## config.mk

```make
export PLATFORM = sky130hd
export DESIGN_NAME = multicycle_ctrl
export DESIGN_NICKNAME = d
export VERILOG_FILES = /design/src/rtl/multicycle_ctrl.sv
export SDC_FILE = /design/constraint.sdc
export NUM_CORES = 1
export LEC_CHECK = 0
export ABC_CLOCK_PERIOD_IN_PS = 3500
export CAP_MARGIN = 20
export CORE_MARGIN = 3
export CORE_UTILIZATION = 41
export CTS_CLUSTER_DIAMETER = 40
export DETAILED_ROUTE_END_ITERATION = 12
export HOLD_SLACK_MARGIN = 0.15
export MAX_ROUTING_LAYER = met4
export PLACE_DENSITY = 0.83
export SLEW_MARGIN = 30
export SYNTH_ARGS = -nofsm -noshare
export SYNTH_HDL_FRONTEND = slang
export SYNTH_SLANG_ARGS = --single-unit
export TNS_END_PERCENT = 1
```

## constraint.sdc

```tcl
create_clock -name clk -period 3.5 [get_ports clk]
set_input_delay 0.7 -clock clk [delete_from_list [all_inputs] [get_ports clk]]
set_output_delay 0.7 -clock clk [all_outputs]
set_load 0.05 [all_outputs]
```

## src/rtl/multicycle_ctrl.sv

```systemverilog
// Multicycle LEGv8 control FSM: per-state ALU/mux/enable decode, mem_ready handshake, optional memory timeout.
// Optional unconditional branch B (JUMP state) is compiled in when MULTICYCLE_CTRL_B_EN is defined.
module multicycle_ctrl #(
  parameter int MEM_TIMEOUT = 0
) (
  input  logic        clk,
  input  logic        reset,
  input  logic [10:0] op,
  input  logic        zero,
  input  logic        mem_ready,
  output logic [3:0]  ALUControl,
  output logic [1:0]  ALUSrcA,
  output logic [1:0]  ALUSrcB,
  output logic        IRWrite,
  output logic        PCWrite,
  output logic        PCSrc,
  output logic        memRead,
  output logic        memWrite,
  output logic        regWrite,
  output logic        memtoReg,
  output logic        instr_done,
  output logic        fault
);

  localparam logic [3:0] S_FETCH    = 4'd0;
  localparam logic [3:0] S_DECODE   = 4'd1;
  localparam logic [3:0] S_EXEC_R   = 4'd2;
  localparam logic [3:0] S_R_WB     = 4'd3;
  localparam logic [3:0] S_MEM_ADDR = 4'd4;
  localparam logic [3:0] S_MEM_RD   = 4'd5;
  localparam logic [3:0] S_LD_WB    = 4'd6;
  localparam logic [3:0] S_MEM_WR   = 4'd7;
  localparam logic [3:0] S_BRANCH   = 4'd8;
  localparam logic [3:0] S_HALT     = 4'd9;
  localparam logic [3:0] S_JUMP     = 4'd10;

  localparam logic [10:0] OP_ADD  = 11'b10001011000;
  localparam logic [10:0] OP_SUB  = 11'b11001011000;
  localparam logic [10:0] OP_AND  = 11'b10001010000;
  localparam logic [10:0] OP_ORR  = 11'b10101010000;
  localparam logic [10:0] OP_LDUR = 11'b11111000010;
  localparam logic [10:0] OP_STUR = 11'b11111000000;

  localparam int CW = (MEM_TIMEOUT > 1) ? $clog2(MEM_TIMEOUT + 1) : 1;

  logic [3:0]    state, state_next;
  logic [CW-1:0] wait_cnt, wait_cnt_next;
  logic          fault_q;
  logic          mem_wait;
  logic          timeout_hit;

  assign mem_wait    = (state == S_FETCH) || (state == S_MEM_RD) || (state == S_MEM_WR);
  // mem_ready in the final allowed cycle still completes the access
  assign timeout_hit = (MEM_TIMEOUT > 0) && mem_wait && !mem_ready &&
                       ((int'(wait_cnt) + 1) >= MEM_TIMEOUT);

  always_comb begin
    state_next = state;
    case (state)
      S_FETCH:    if (mem_ready) state_next = S_DECODE;
                  else if (timeout_hit) state_next = S_HALT;
      S_DECODE: begin
        casez (op)
          OP_ADD, OP_SUB, OP_AND, OP_ORR: state_next = S_EXEC_R;
          OP_LDUR, OP_STUR:               state_next = S_MEM_ADDR;
          11'b10110100???:                state_next = S_BRANCH;
`ifdef MULTICYCLE_CTRL_B_EN
          11'b000101?????:                state_next = S_JUMP;
`endif
          default:                        state_next = S_HALT;
        endcase
      end
      S_EXEC_R:   state_next = S_R_WB;
      S_R_WB:     state_next = S_FETCH;
      S_MEM_ADDR: state_next = (op == OP_LDUR) ? S_MEM_RD : S_MEM_WR;
      S_MEM_RD:   if (mem_ready) state_next = S_LD_WB;
                  else if (timeout_hit) state_next = S_HALT;
      S_LD_WB:    state_next = S_FETCH;
      S_MEM_WR:   if (mem_ready) state_next = S_FETCH;
                  else if (timeout_hit) state_next = S_HALT;
      S_BRANCH:   state_next = S_FETCH;
      S_HALT:     state_next = S_HALT;
`ifdef MULTICYCLE_CTRL_B_EN
      S_JUMP:     state_next = S_FETCH;
`endif
      default:    state_next = S_HALT;
    endcase
  end

  always_comb begin
    wait_cnt_next = wait_cnt;
    if (state_next != state) wait_cnt_next = '0;
    else if (mem_wait && !mem_ready) wait_cnt_next = wait_cnt + CW'(1);
  end

  always_ff @(posedge clk) begin
    if (reset) begin
      state    <= S_FETCH;
      wait_cnt <= '0;
      fault_q  <= 1'b0;
    end else begin
      state    <= state_next;
      wait_cnt <= wait_cnt_next;
      if (state_next == S_HALT) fault_q <= 1'b1;
    end
  end

  always_comb begin
    ALUControl = 4'b0010;
    ALUSrcA    = 2'b00;
    ALUSrcB    = 2'b00;
    IRWrite    = 1'b0;
    PCWrite    = 1'b0;
    PCSrc      = 1'b0;
    memRead    = 1'b0;
    memWrite   = 1'b0;
    regWrite   = 1'b0;
    memtoReg   = 1'b0;
    instr_done = 1'b0;
    fault      = fault_q & ~reset;
    if (reset) begin
      ALUControl = 4'b0000;
    end else begin
      case (state)
        S_FETCH: begin
          memRead = 1'b1;
          ALUSrcB = 2'b01;
          if (mem_ready) begin
            IRWrite = 1'b1;
            PCWrite = 1'b1;
          end
        end
        // PC-relative branch target is computed here and parked in ALUOut
        S_DECODE: begin
          ALUSrcA = 2'b10;
          ALUSrcB = 2'b11;
        end
        S_EXEC_R: begin
          ALUSrcA = 2'b01;
          case (op)
            OP_SUB:  ALUControl = 4'b0110;
            OP_AND:  ALUControl = 4'b0000;
            OP_ORR:  ALUControl = 4'b0001;
            default: ALUControl = 4'b0010;
          endcase
        end
        S_R_WB: begin
          regWrite   = 1'b1;
          instr_done = 1'b1;
        end
        S_MEM_ADDR: begin
          ALUSrcA = 2'b01;
          ALUSrcB = 2'b10;
        end
        S_MEM_RD: memRead = 1'b1;
        S_LD_WB: begin
          regWrite   = 1'b1;
          memtoReg   = 1'b1;
          instr_done = 1'b1;
        end
        S_MEM_WR: begin
          memWrite   = 1'b1;
          instr_done = mem_ready;
        end
        S_BRANCH: begin
          ALUControl = 4'b0111;
          PCSrc      = 1'b1;
          PCWrite    = zero;
          instr_done = 1'b1;
        end
`ifdef MULTICYCLE_CTRL_B_EN
        S_JUMP: begin
          PCSrc      = 1'b1;
          PCWrite    = 1'b1;
          instr_done = 1'b1;
        end
`endif
        default: ;
      endcase
    end
  end

endmodule

```

==> impl_metrics.env, run 1 <==
export IMPL_clock_path_buffers=2
export IMPL_drt_iter0_markers=25
export IMPL_coreArea_um2=1370
export IMPL_cts_num_sinks=5
export IMPL_finalCritPeriodShare_pct=88.5
export IMPL_power_w=0.000503
export IMPL_critPathLaunchType="input pin"
export IMPL_powerDensity_nw_per_um2=526
export IMPL_max_slew_margin_rel_pct=62.1
export IMPL_netlist_area_um2=621
export IMPL_register_area_um2=100
export IMPL_endpoint_kind="output pin"
export IMPL_numPortBuffers=30
export IMPL_num_vias=762
export IMPL_worstMarginPinSlew_ps=567
export IMPL_dr_pass1_iters=5
export IMPL_nFillCells=132
export IMPL_final_util_pct=70.0
export IMPL_fmax_mhz=323
export IMPL_root_buffer="clkbuf_4"
export IMPL_cp_max_fo=5
export IMPL_fin_worst_skew_ps=0.608
export IMPL_routed_wirelength_mm=1.94
export IMPL_multi_input_area_um2=470
export IMPL_yosysMostFrequentCell="nor2_1"
export IMPL_irDropWorstVdd_mv=0.313
export IMPL_numCtsBuffers=3
export IMPL_gp_congestion=0.831
export IMPL_grt_overflow_total=0
export IMPL_drive_gt1_share_pct=19.1
export IMPL_rsz0062_at_grt="no"
export IMPL_min_period_ps=3100
export IMPL_dieHeight_um=44.9
export IMPL_setup_viol=0
export IMPL_fin_nets=131
export IMPL_crit_type="input pin to output pin"
export IMPL_postCtsSetupBuffers=0
export IMPL_synth_nets=102
export IMPL_status="complete, no violations"
export IMPL_rows=13
export IMPL_synthCells=87
export IMPL_grt_pass1_wl_mm=3.10
export IMPL_path_cells="clkdlybuf4s50_1 -> nor3b_1 -> nand4_1 -> nor2_1 -> a31o_1 -> buf_12"
export IMPL_wire_per_inst_um=14.9
export IMPL_cp_data_arrival_time_ps=2400
export IMPL_async_flop_share_pct=0
export IMPL_synth_edf_count=0
export IMPL_path_clk_slew_ps=40
export IMPL_leakage_nw=0.367
export IMPL_path_delay_family="simple AND/OR/NAND/NOR gates"
export IMPL_htreeDepth=1
export IMPL_ys_warn_count=0
export IMPL_start_util_pct=45.4
export IMPL_cts_resized=0
export IMPL_critPathBufInv=2
export IMPL_place_hpwl_mm=1.51
export IMPL_drc=0
export IMPL_viasPerCell=5.86
export IMPL_antenna_found_initial=0
export IMPL_cts_tree="yes"
export IMPL_max_stage_delay_ps=490
export IMPL_die_w_um=44.9
export IMPL_synth_distinct_cells=42
export IMPL_first_global_vias=673
export IMPL_final_antenna_net_count=0
export IMPL_crit_slowest_cell="clkdlybuf4s50_1"
export IMPL_seq_area_frac_synth_pct=16.1
export IMPL_synth_area_top_cells="dfxtp_1 (16%), nor2_1 (6.0%), a21oi_1 (5.6%)"
export IMPL_postSynthAreaPerCell_um2=7.13
export IMPL_grt_use_total_pct=21.2
export IMPL_ctsHoldBuffers=0
export IMPL_rrSetupSlack_ps=1980
export IMPL_io_pins=32
export IMPL_diodes=0
export IMPL_drv_cap=0
export IMPL_syn_to_final_growth_pct=54.0
export IMPL_synthTopCellsByCount="nor2_1 (10), a21oi_1 (7), dfxtp_1 (5), nand2_1 (5)"
export IMPL_ys_ff_latch=5
export IMPL_hold_violations=0
export IMPL_synthFlopType="dfxtp_1"
export IMPL_grt_max_degree=19
export IMPL_setup_tns_ps=0
export IMPL_hold_class="flip-flop to flip-flop"
export IMPL_yosysTopAreaCell="dfxtp_1"
export IMPL_insertion_delay_ps=240
export IMPL_die_area_um2=2020
export IMPL_synth_top_cell_area_share_pct=16.1
export IMPL_cp_required_ps=2800
export IMPL_drv_slew=0
[layout by cell type, fill, tap and decap left out, types with 4 or more instances in the layout]
master           instances
clkdlybuf4s50_1         15
buf_4                   11
nor2_1                  10
a21oi_1                  7
nand2_1                  5
dfxtp_1                  5
buf_12                   5
nor2b_1                  4
nand2b_1                 4
[registers in the layout, indices dropped and copies added (netlist names)]
| name | count |
|---|---|
| fault_q | 1 |
| state | 4 |
[report_power, final]
group	total, W	internal (W)	switching (W)
registers	0.000111	0.0000730	0.0000378
logic	0.000326	0.000137	0.000189
clock network	0.0000663	0.0000431	0.0000232
total	0.000503	0.000253	0.000250
[worst paths after layout]
kind,startpoint,end,cells after the start
setup / recovery,op[10],ALUControl[0],6
hold reg to reg,fault_q,fault_q,2
setup reg to reg,state[0],state[1],4
hold / removal,fault_q,fault_q,2
[routing by layer]
metal	track usage, %	share of wire, %	vias to the layer above
met4	7.02	0.41	0
met5	-	0	-
met1	25.9	41	340
li1	-	-	378
met3	1.99	7.6	2
met2	36.4	51	42
[tightest hold or removal path: cells and delay by family (launching register included)]
| family | cells | cell delay, ps |
|---|---|---|
| DFF | 1 | 300 |
| and+or+nand+nor | 2 | 260 |
[cells by family after synthesis]
| family | count (synthesis) | synth area share [%] |
|---|---|---|
| AO/OA/AOI/OAI | 19 | 21.2 |
| XOR/XNOR | 3 | 4.23 |
| buffers and inverters | 9 | 8.06 |
| flip-flops | 5 | 16.1 |
| multiplexers | 2 | 3.43 |
| other | 1 | 0.604 |
| AND/OR/NAND/NOR | 48 | 46.4 |
[final cells by class]
cell class / instances / area share, %
multi-input combinational: 73 / 49.2
tap: 15 / 1.96
clock buffer: 4 / 2.75
sequential: 5 / 10.5
inverter: 2 / 0.785
timing repair buffer: 31 / 34.8
[through the flow]
step	setup WS [ps]	instance area, um^2	hold WS [ps]	std cells
after floorplan	402	621	643	87
after global placement	546	930	573	126
after detailed placement	405	930	574	126
after CTS	407	956	597	130
after global routing	307	956	628	130
final	403	956	598	130
No activity file was read; power rests on OpenSTA's default activity.
==> inputs of run 2 (changes only) <==
PLACE_DENSITY = 0.8   (was 0.83)
SKIP_CTS_REPAIR_TIMING = 1   (was not set)
==> run 2 against run 1 <==
  * Hold slack improved by 27 ps
  * Clock skew rose by 6.1 ps
  * Count of clock-buffer cells in the layout did not move
  * Design area rose by 2.9%
  * Total power rose by 3.2%
  * Register-to-register slack barely moved
  * Sequential share of layout area fell by 0.29 points
  * Worst setup slack got worse by 2.5 ps
  * Combinational power rose by 5%
  * Clock power rose by 1%
  * Largest power group unchanged
  * Routed wire length fell by 2.7%
==> impl_metrics.env, run 2 (synthesis gave the netlist of run 1 again) <==
export IMPL_leakage_nw=0.373
export IMPL_largest_reg_flops=4
export IMPL_clock_path_buffers=2
export IMPL_min_period_ps=3100
export IMPL_cts_num_sinks=5
export IMPL_drive_gt1_share_pct=18.3
export IMPL_register_area_um2=100
export IMPL_grt_max_degree=19
export IMPL_cp_data_arrival_time_ps=2400
export IMPL_io_pins=32
export IMPL_num_vias=741
export IMPL_rows=13
export IMPL_gp_congestion=0.884
export IMPL_critPathLaunchType="input pin"
export IMPL_r2r_cells=4
export IMPL_syn_to_final_growth_pct=58.5
export IMPL_path_delay_family="simple AND/OR/NAND/NOR gates"
export IMPL_irDropWorstVdd_mv=0.349
export IMPL_htreeDepth=1
export IMPL_path_clk_slew_ps=50
export IMPL_power_switching_w=0.000252
export IMPL_numPortBuffers=30
export IMPL_critPathBufInv=2
export IMPL_multi_input_area_um2=470
export IMPL_hold_end="fault_q"
export IMPL_path_cells="clkdlybuf4s50_1 -> nor4b_1 -> nand4_1 -> nor2_1 -> a31o_1 -> buf_12"
export IMPL_top_register="state"
export IMPL_cp_required_ps=2800
export IMPL_place_hpwl_mm=1.52
export IMPL_max_stage_delay_ps=500
export IMPL_worstMarginPinSlew_ps=575
export IMPL_setup_viol=0
export IMPL_final_antenna_net_count=0
export IMPL_power_frac_seq_pct=21.1
export IMPL_layout_common_cells="clkdlybuf4s50_1 (16), nor2_1 (10), buf_4 (8)"
export IMPL_mostFrequentLayoutCell="clkdlybuf4s50_1"
export IMPL_endpoint_kind="output pin"
export IMPL_reg_largest_list="state x4, fault_q x1"
export IMPL_fmax_mhz=323
export IMPL_r2r_start="state[0]"
export IMPL_min_path_cells=2
export IMPL_first_global_vias=701
export IMPL_numCtsBuffers=3
export IMPL_fin_area_um2=983
export IMPL_pwr_share_clk_pct=13.0
export IMPL_diodes=0
export IMPL_internal_power_w=0.000267
export IMPL_rrSetupSlack_ps=1990
export IMPL_dieHeight_um=44.9
export IMPL_setup_tns_ps=0
export IMPL_coreArea_um2=1370
export IMPL_powerDensity_nw_per_um2=528
export IMPL_regToRegEndpoint="state[1]"
export IMPL_drt_iter0_markers=27
export IMPL_routed_wirelength_mm=1.89
export IMPL_grt_overflow_total=0
export IMPL_p_comb_share_pct=66.0
export IMPL_nFillCells=117
export IMPL_start_util_pct=45.4
export IMPL_insertion_delay_ps=240
export IMPL_grt_use_total_pct=20.8
export IMPL_fin_worst_skew_ps=6.73
export IMPL_die_w_um=44.9
export IMPL_crit_type="input pin to output pin"
export IMPL_hold_violations=0
export IMPL_viasPerCell=5.70
export IMPL_drv_slew=0
export IMPL_finalCritPeriodShare_pct=88.6
export IMPL_place_area_um2=957
export IMPL_worstHoldStart="fault_q"
export IMPL_rsz0062_at_grt="no"
export IMPL_status="complete, no violations"
export IMPL_die_area_um2=2020
export IMPL_grt_pass1_wl_mm=3.08
export IMPL_antenna_found_initial=0
export IMPL_crit_slowest_cell="nor4b_1"
export IMPL_max_slew_margin_rel_pct=61.6
export IMPL_cp_max_fo=3
export IMPL_dr_pass1_iters=4
export IMPL_root_buffer="clkbuf_4"
export IMPL_wire_per_inst_um=14.5
export IMPL_hold_class="flip-flop to flip-flop"
export IMPL_cts_tree="yes"
export IMPL_cp_depth=6
export IMPL_drc=0
export IMPL_swShare_pct=48.5
export IMPL_fin_nets=131
export IMPL_drv_cap=0
-- run 2: power by group through the flow --
stage | clock network, W | registers, W | logic (W)
5_1_grt | 0.0000730 | 0.000113 | 0.000366
3_5_place_dp | 0 | 0.000109 | 0.000343
6_report | 0.0000672 | 0.000109 | 0.000342
4_1_cts | 0.0000682 | 0.000108 | 0.000344
3_3_place_gp | 0 | 0.000109 | 0.000339
2_1_floorplan | 0 | 0.0000833 | 0.000227
-- run 2: worst min-delay path: cells and delay by family, from the launching register on --
| family | cells | cell delay (ps) |
|---|---|---|
| simple gates | 2 | 280 |
| flops | 1 | 290 |
-- run 2: worst max path at each step --
stage | start | to | slack [ps]
after global placement | op[10] | ALUControl[0] | 500
after global routing | op[5] | ALUControl[0] | 290
final | op[5] | ALUControl[0] | 400
after floorplan | reset | ALUSrcA[0] | 400
after detailed placement | op[5] | ALUControl[0] | 440
after CTS | op[5] | ALUControl[0] | 430
-- run 2: cell type report --
type	instances	share of cell area, %
multi-input combinational	73	47.8
timing repair buffer	31	36.6
sequential	5	10.2
clock buffer	4	2.67
tap	15	1.91
inverter	2	0.763
-- run 2: per-layer routing --
layer	global-route usage, %	wire, um
met5	-	0
met3	4.78	121
met2	35.0	922
met1	24.6	822
met4	6.43	21
-- run 2: per-stage QoR --
stage / utilization, % / std cells / total power, W / hold WS, ps / worst slack [ps]
floorplan: - / 87 / 0.000310 / 643 / 402
global placement: 70.1 / 126 / 0.000448 / 602 / 499
detailed placement: 70.1 / 126 / 0.000453 / 613 / 437
CTS: 72.0 / 130 / 0.000520 / 624 / 427
global route: 72.0 / 130 / 0.000552 / 639 / 288
finish: 72.0 / 130 / 0.000519 / 624 / 400
==> inputs of run 3 (changes only) <==
CORE_MARGIN = 4   (was 3)
GPL_TIMING_DRIVEN = 1   (was not set)
==> run 3 against run 2 <==
  * Sequential cell count unchanged
  * Critical path depth unchanged
  * Clock power fell by 4.2%
  * Clock skew decreased by 5.1 ps
  * Non-clock buffer count did not move
  * Count of clock-buffer cells in the layout is the same
  * Combinational power is essentially flat
  * Routed wire length down 5.1%
  * Final cell count unchanged
  * Worst setup slack better by 64 ps
  * Register-to-register slack is essentially flat
  * Largest cell class unchanged
==> impl_metrics.env, run 3 (synthesis gave the netlist of run 1 again) <==
export IMPL_internal_power_w=0.000266
export IMPL_grt_max_degree=19
export IMPL_coreArea_um2=1370
export IMPL_wire_per_inst_um=13.8
export IMPL_worstMarginPinSlew_ps=581
export IMPL_cp_data_arrival_time_ps=2340
export IMPL_rsz0062_at_grt="no"
export IMPL_largest_reg_flops=4
export IMPL_critPathLaunchType="input pin"
export IMPL_dr_pass1_iters=4
export IMPL_powerDensity_nw_per_um2=521
export IMPL_drc=0
export IMPL_start_util_pct=45.4
export IMPL_fin_worst_skew_ps=1.61
export IMPL_antenna_found_initial=0
export IMPL_drive_gt1_share_pct=19.1
export IMPL_diodes=0
export IMPL_cp_required_ps=2800
export IMPL_clock_path_buffers=2
export IMPL_top_register="state"
export IMPL_grt_use_total_pct=17.9
export IMPL_reg_largest_list="state x4, fault_q x1"
export IMPL_setup_tns_ps=0
export IMPL_p_comb_share_pct=66.2
export IMPL_cts_tree="yes"
export IMPL_insertion_delay_ps=240
export IMPL_syn_to_final_growth_pct=58.1
export IMPL_crit_slowest_cell="clkdlybuf4s50_1"
export IMPL_cts_num_sinks=5
export IMPL_leakage_nw=0.375
export IMPL_max_stage_delay_ps=460
export IMPL_fin_nets=131
export IMPL_stdcell_count=130
export IMPL_viasPerCell=5.79
export IMPL_path_delay_family="simple AND/OR/NAND/NOR gates"
export IMPL_final_antenna_net_count=0
export IMPL_power_switching_w=0.000245
export IMPL_fin_area_um2=981
export IMPL_grt_overflow_total=0
export IMPL_power_w=0.000511
export IMPL_placedCellCount=126
export IMPL_io_pins=32
export IMPL_fmax_mhz=329
export IMPL_path_clk_slew_ps=40
export IMPL_irDropWorstVdd_mv=0.424
export IMPL_numPortBuffers=30
export IMPL_setup_viol=0
export IMPL_layout_common_cells="clkdlybuf4s50_1 (15), nor2_1 (10), buf_4 (9)"
export IMPL_critPathBufInv=2
export IMPL_max_slew_margin_rel_pct=61.2
export IMPL_drt_iter0_markers=19
export IMPL_gp_congestion=0.868
export IMPL_num_vias=753
export IMPL_dieHeight_um=46.9
export IMPL_pwr_share_clk_pct=12.6
export IMPL_root_buffer="clkbuf_4"
export IMPL_numCtsBuffers=3
export IMPL_mostFrequentLayoutCell="clkdlybuf4s50_1"
export IMPL_first_global_vias=628
export IMPL_finalCritPeriodShare_pct=86.7
export IMPL_routed_wirelength_mm=1.79
export IMPL_hold_class="flip-flop to flip-flop"
export IMPL_status="complete, no violations"
export IMPL_drv_cap=0
export IMPL_swShare_pct=48.0
export IMPL_min_period_ps=3040
export IMPL_endpoint_kind="output pin"
export IMPL_crit_type="input pin to output pin"
export IMPL_final_util_pct=71.8
export IMPL_drv_slew=0
export IMPL_htreeDepth=1
export IMPL_cp_max_fo=5
export IMPL_power_frac_seq_pct=21.2
export IMPL_hold_violations=0
export IMPL_grt_pass1_wl_mm=2.78
export IMPL_die_area_um2=2200
export IMPL_rows=13
export IMPL_path_cells="clkdlybuf4s50_1 -> nor3b_1 -> nand4_1 -> nor2_1 -> a31o_1 -> buf_12"
export IMPL_place_area_um2=955
export IMPL_die_w_um=46.9
run 3: worst register-to-register path: cells and delay by family, from the launching register on:
| family | cells | cell delay [ps] |
|---|---|---|
| simple gates | 3 | 720 |
| flops | 1 | 480 |
| compound gates | 1 | 240 |
run 3: layer usage:
| layer | part of all wire (%) | track usage [%] | vias up |
|---|---|---|---|
| li1 | - | - | 382 |
| met1 | 42 | 20.1 | 333 |
| met2 | 49 | 31.2 | 34 |
| met3 | 7.9 | 3.83 | 4 |
| met4 | 1.3 | 6.08 | 0 |
| met5 | 0 | - | - |
run 3: worst paths after layout:
kind              slack (ps)       endpoint     start  cells after the start
hold reg to reg          580        fault_q   fault_q                      2
setup / recovery         460  ALUControl[0]    op[10]                      6
setup reg to reg        2000        fault_q  state[2]                      4
hold / removal           580        fault_q   fault_q                      2
run 3: layout make-up:
type | instances | area (um^2)
clock buffer | 4 | 26.3
timing repair buffer | 31 | 358
sequential | 5 | 100
multi-input combinational | 73 | 470
fill | 117 | 385
inverter | 2 | 7.51
tap | 15 | 18.8
run 3: power by group through the flow:
stage | logic, W | clock network, W | registers [W]
5_1_grt | 0.000361 | 0.0000733 | 0.000112
3_3_place_gp | 0.000338 | 0 | 0.000108
2_1_floorplan | 0.000227 | 0 | 0.0000833
6_report | 0.000339 | 0.0000644 | 0.000108
3_5_place_dp | 0.000341 | 0 | 0.000109
4_1_cts | 0.000341 | 0.0000678 | 0.000108
run 3: per-stage QoR:
| stage | worst slack (ps) | hold slack (ps) |
|---|---|---|
| after global routing | 178 | 612 |
| after floorplan | 402 | 643 |
| after CTS | 479 | 588 |
| after detailed placement | 480 | 577 |
| final | 465 | 582 |
| after global placement | 548 | 571 |
